**config.mk**
```make
export PLATFORM = sky130hd
export DESIGN_NAME = digit_serial_alu
export DESIGN_NICKNAME = d
export VERILOG_FILES = /design/src/rtl/digit_serial_alu.sv
export SDC_FILE = /design/constraint.sdc
export NUM_CORES = 1
export LEC_CHECK = 0
export BUFFER_PORTS_ARGS = -buffer_cell sky130_fd_sc_hd__buf_2
export CAP_MARGIN = 25
export CORE_MARGIN = 2
export CORE_UTILIZATION = 56
export DETAILED_ROUTE_END_ITERATION = 7
export PLACE_DENSITY = 0.85
export SYNTH_ARGS = -nofsm -noshare
export SYNTH_HDL_FRONTEND = slang
export SYNTH_SLANG_ARGS = --single-unit
```
**constraint.sdc**
```tcl
create_clock -name clk -period 5.78 [get_ports clk]
set_clock_uncertainty 0.2 [all_clocks]
set_input_delay 1.156 -clock clk [delete_from_list [all_inputs] [get_ports clk]]
set_output_delay 1.156 -clock clk [all_outputs]
set_load 0.05 [all_outputs]
```
**src/rtl/digit_serial_alu.sv**
```systemverilog
// digit_serial_alu
//   Digit-serial adder/subtractor with an unsigned magnitude comparator.
//   Operands arrive LSB-first, DIGIT bits per accepted cycle, framed into
//   WORD-bit words. Each accepted digit produces a registered result digit
//   one cycle later. End-of-word flags hold until the next word completes.
//
// Ports
//   clk        rising-edge clock
//   clr        asynchronous active-low reset
//   in_valid   a/b digit valid this cycle
//   in_first   first (least significant) digit of a word, qualified by in_valid
//   mode       0 = A+B, 1 = A-B; sampled on the first digit only
//   a, b       operand digits
//   z          result digit
//   z_valid    z holds a valid digit (single cycle)
//   z_last     z is the most significant digit of the word (single cycle)
//   carry_out  final carry (add) or not-borrow (sub), held
//   a_eq_b     unsigned A==B of the completed word, held
//   a_lt_b     unsigned A<B of the completed word, held
//   frame_err  single-cycle pulse when a word is aborted by a premature in_first

module digit_serial_alu #(
  parameter int DIGIT = 2,
  parameter int WORD  = 32
) (
  input  logic             clk,
  input  logic             clr,
  input  logic             in_valid,
  input  logic             in_first,
  input  logic             mode,
  input  logic [DIGIT-1:0] a,
  input  logic [DIGIT-1:0] b,
  output logic [DIGIT-1:0] z,
  output logic             z_valid,
  output logic             z_last,
  output logic             carry_out,
  output logic             a_eq_b,
  output logic             a_lt_b,
  output logic             frame_err
);

  localparam int NDIG = WORD / DIGIT;
  localparam int CW   = (NDIG > 1) ? $clog2(NDIG) : 1;
  localparam logic [CW-1:0] LAST_CNT = CW'(NDIG - 1);

  typedef enum logic {IDLE, RUN} state_t;

  state_t          state, state_nxt;
  logic [CW-1:0]   cnt, cnt_nxt, cnt_cur;
  logic            mode_r, c, k, eq;
  logic            start, take, last;
  logic            mode_eff, c_in, k_in, eq_in;
  logic [DIGIT:0]  sum, cmp;

  // One digit of ripple addition: {carry, sum} = x + y + cin.
  function automatic logic [DIGIT:0] digit_add(input logic [DIGIT-1:0] x,
                                               input logic [DIGIT-1:0] y,
                                               input logic             cin);
    return {1'b0, x} + {1'b0, y} + {{DIGIT{1'b0}}, cin};
  endfunction

  always_comb begin
    // Any in_first with in_valid starts a fresh word, even mid-word (abort).
    start    = in_valid & in_first;
    take     = in_valid & (in_first | (state == RUN));
    // On a first digit the chain seeds come from the inputs, not the registers.
    mode_eff = start ? mode : mode_r;
    c_in     = start ? mode : c;
    k_in     = start | k;
    eq_in    = start | eq;
    cnt_cur  = start ? '0 : cnt;
    last     = (cnt_cur == LAST_CNT);
    sum      = digit_add(a, mode_eff ? ~b : b, c_in);
    // Comparator is always a subtract: final carry 1 means A >= B.
    cmp      = digit_add(a, ~b, k_in);

    state_nxt = state;
    cnt_nxt   = cnt;
    if (take) begin
      if (last) begin
        state_nxt = IDLE;
        cnt_nxt   = '0;
      end else begin
        state_nxt = RUN;
        cnt_nxt   = cnt_cur + CW'(1);
      end
    end
  end

  always_ff @(posedge clk or negedge clr) begin
    if (!clr) begin
      state <= IDLE;
      cnt   <= '0;
    end else begin
      state <= state_nxt;
      cnt   <= cnt_nxt;
    end
  end

  // Result stage: registered one cycle after the accepted digit.
  always_ff @(posedge clk or negedge clr) begin
    if (!clr) begin
      mode_r    <= 1'b0;
      c         <= 1'b0;
      k         <= 1'b0;
      eq        <= 1'b1;
      z         <= '0;
      z_valid   <= 1'b0;
      z_last    <= 1'b0;
      carry_out <= 1'b0;
      a_eq_b    <= 1'b0;
      a_lt_b    <= 1'b0;
      frame_err <= 1'b0;
    end else begin
      z_valid   <= take;
      z_last    <= take & last;
      frame_err <= start & (state == RUN);
      if (take) begin
        z  <= sum[DIGIT-1:0];
        c  <= sum[DIGIT];
        k  <= cmp[DIGIT];
        eq <= eq_in & (a == b);
        if (start) mode_r <= mode;
        if (last) begin
          carry_out <= sum[DIGIT];
          a_eq_b    <= eq_in & (a == b);
          a_lt_b    <= ~cmp[DIGIT];
        end
      end
    end
  end

endmodule

```
==> results.yml <==
clock_network:
  cts_tree: "built"
  numCtsBuffers: 3
  cts_resized: 0
  cts.sinks: 17
  cts-root-buf: "clkbuf_4"
  cts.clk_slew.worst_paths_ns: 0.10
  clk_path_buf_depth: 2
  post_cts_buffers: 0
  cts_hold_buf: 0
  h-tree-depth: 1
  clk_latency_ns: 0.28
route:
  wl_um: 1620
  drtIter0Drc: 8
  post-route-drc-count: 0
  routed_via_density: 5.55
  wl_per_cell_um: 13.9
  vias: 649
  ant_nets: 0
  firstDrtPassIters: 4
final_layout:
  fin_cells: 117
  multi_input_area_sq_um: 399
  antenna_cells: 0
  seqCellArea_sq_um: 427
  drive_gt1_share_pct: 31.7
  areaGrowthSynthToFinish_pct: 12.4
  fillCellCount: 110
  fin_nets: 116
synthesis:
  synthDistinctLibCells: 31
  async_flop_share_pct: 100
  synth-seq-cells: 17
  synthTopCellsByCount: "dfrtp_1 (16), nand2_1 (15), a21oi_1 (9)"
  synthFlopType: "dfrtp_1"
  ys_seq_area_share_pct: 48.6
  synthTopCellsByArea: "dfrtp_1 (46%), nand2_1 (6.4%), a21oi_1 (5.1%), fa_1 (4.6%), ha_1 (4.3%)"
  synth-edff-count: 0
  synth_area_leader_cell: "dfrtp_1"
  synthCells: 83
  syn_avg_cell_area_sq_um: 10.6
  yosys_warnings: 0
  synthDominantCellAreaShare_pct: 45.6
  netlist_area_sq_um: 878
  syn_nets: 97
  yosysMostFrequentCell: "dfrtp_1"
worst_setup_path:
  crit_type: "in2reg"
  rr_worst_depth: 7
  startpoint_type: "primary input"
  crit_fanout: 10
  cp_data_arrival_time_ns: 2.95
  r2r-start: "mode_r$_DFFE_PN0P_"
  reg2reg_to: "z[1]$_DFFE_PN0P_"
  cp.required_ns: 5.76
  regToRegSetupSlack_ns: 3.77
  crit_path_end_kind: "register"
place:
  dp_hpwl_um: 1200
  placedCellCount: 113
  portBuffers: 16
  gp_congestion: 0.739
  post-place-ws_ns: 2.50
floorplanning:
  start_util_pct: 59.0
  die-height_um: 43.6
  dieArea_sq_mm: 0.00190
  core-area_sq_mm: 0.00149
  rows: 14
  ios: 17
  die_w_um: 43.6
sta:
  finalMaxSlewViolations: 0
  rsz0062_at_grt: "no"
  tightestPinTransition_ns: 0.385
  setup_ws_ns: 2.81
  hold_viol: 0
  setup_viol: 0
  clock.fmax_mhz: 337
  finalCritPeriodShare_pct: 51.4
  finalCriticalPeriod_ns: 2.97
  tns_ns: 0
  hold_ws_ns: 0.284
  max_slew_margin_pct: 74.3
flow_run:
  drv_cap: 0
global_routing:
  grt_use_total_pct: 19.1
  grt_pass1_vias: 630
  grt_max_degree: 18
  grt_antenna_before_repair: 0
  grt_pass1_wl_um: 2680
  overflow: 0
pwr:
  pwr_density_cell_mw_per_mm2: 331
  power_w: 0.000327
  p_leak_nw: 0.507
  peakVddDrop_uv: 182
run_status:
  status: "complete, no violations"
hold_path:
  hold_end: "z[0]$_DFFE_PN0P_"
  min_delay_path_depth: 2
  hold_start: "z[0]$_DFFE_PN0P_"
  hp-class: "reg2reg"
where the power goes:
part           switching [W]  leakage, nW  internal (W)
Combinational      0.0000687        0.286     0.0000351
Clock              0.0000376       0.0177     0.0000257
Sequential         0.0000181        0.204      0.000142
Total               0.000124        0.507      0.000203
layer usage:
metal  share of wire, %  track usage (%)
met1                 43             24.7
met2                 50             31.8
met3                4.7             3.75
met4                1.7             7.27
met5                  0                0
placed cells by master, fill, tap and decap left out:
cell       synthesis  final
fa_1               2      2
nand4_1            1      1
clkinv_2           0      1
o21ai_4            1      1
xor2_1             1      1
dfrtp_1           16     16
nor2_1             3      3
nand2_2            1      1
dfstp_2            1      1
nand3_1            1      1
nand2_1           15     15
clkbuf_4           0      3
ha_1               3      3
inv_2              1      1
buf_2              0     16
mux2i_1            1      1
o211ai_1           1      1
and3_1             1      1
a22o_2             1      1
nor3_4             1      1
and3_2             1      1
a21oi_1            9      9
and3b_1            1      1
nand3_2            1      1
inv_1              8      8
mux2_4             2      2
a2bb2oi_1          1      1
xnor2_1            2      2
a21oi_2            1      1
and2_1             1      1
a31o_2             1      1
o21ai_0            2      2
state kept, by name (all words and copies together), names as in the netlist:
signal     cells
a_eq_b         1
a_lt_b         1
c              1
carry_out      1
cnt            4
eq             1
frame_err      1
k              1
mode_r         1
state          1
z              2
z_last         1
z_valid        1
stage by stage:
stage,cell area (sq um),utilization (%)
2_1_floorplan,878,-
3_3_place_gp,960,64.5
3_5_place_dp,960,64.5
4_1_cts,987,66.3
5_1_grt,987,66.3
6_report,987,66.3
critical path, cell delays in order:
cell	delay, ns
buf_2	0.21
nand2_1	0.22
a21oi_2	0.27
xnor2_1	0.12
fa_1	0.40
inv_1	0.08
fa_1	0.40
nand2_1	0.06
nand2_1	0.05
cell type report:
cell class | instances | area share [%]
sequential | 17 | 43.2
multi-input combinational | 55 | 40.4
timing repair buffer | 16 | 8.11
inverter | 9 | 3.42
clock buffer | 3 | 2.28
tap | 16 | 2.03
clock inverter | 1 | 0.507
cell families after synthesis:
kind of cell / Yosys count / share of synthesized area, %
and+or+nand+nor: 27 / 16.0
DFF: 17 / 48.6
AOI/OAI and AO/OA: 17 / 13.1
xor gates and xnor gates: 3 / 2.99
muxes: 3 / 4.56
adders and majority gates: 5 / 8.83
buffers and inverters: 11 / 5.98
how the worst max path moves through the flow:
| stage | endpoint | cells after the start | startpoint |
|---|---|---|---|
| floorplan | z[1]$_DFFE_PN0P_ | 9 | in_valid |
| global placement | z[1]$_DFFE_PN0P_ | 9 | in_first |
| CTS | z[1]$_DFFE_PN0P_ | 9 | in_first |
| detailed placement | z[1]$_DFFE_PN0P_ | 9 | in_first |
| finish | z[1]$_DFFE_PN0P_ | 9 | in_first |
| global route | z[1]$_DFFE_PN0P_ | 9 | in_first |
No activity file was read; power rests on OpenSTA's default activity.
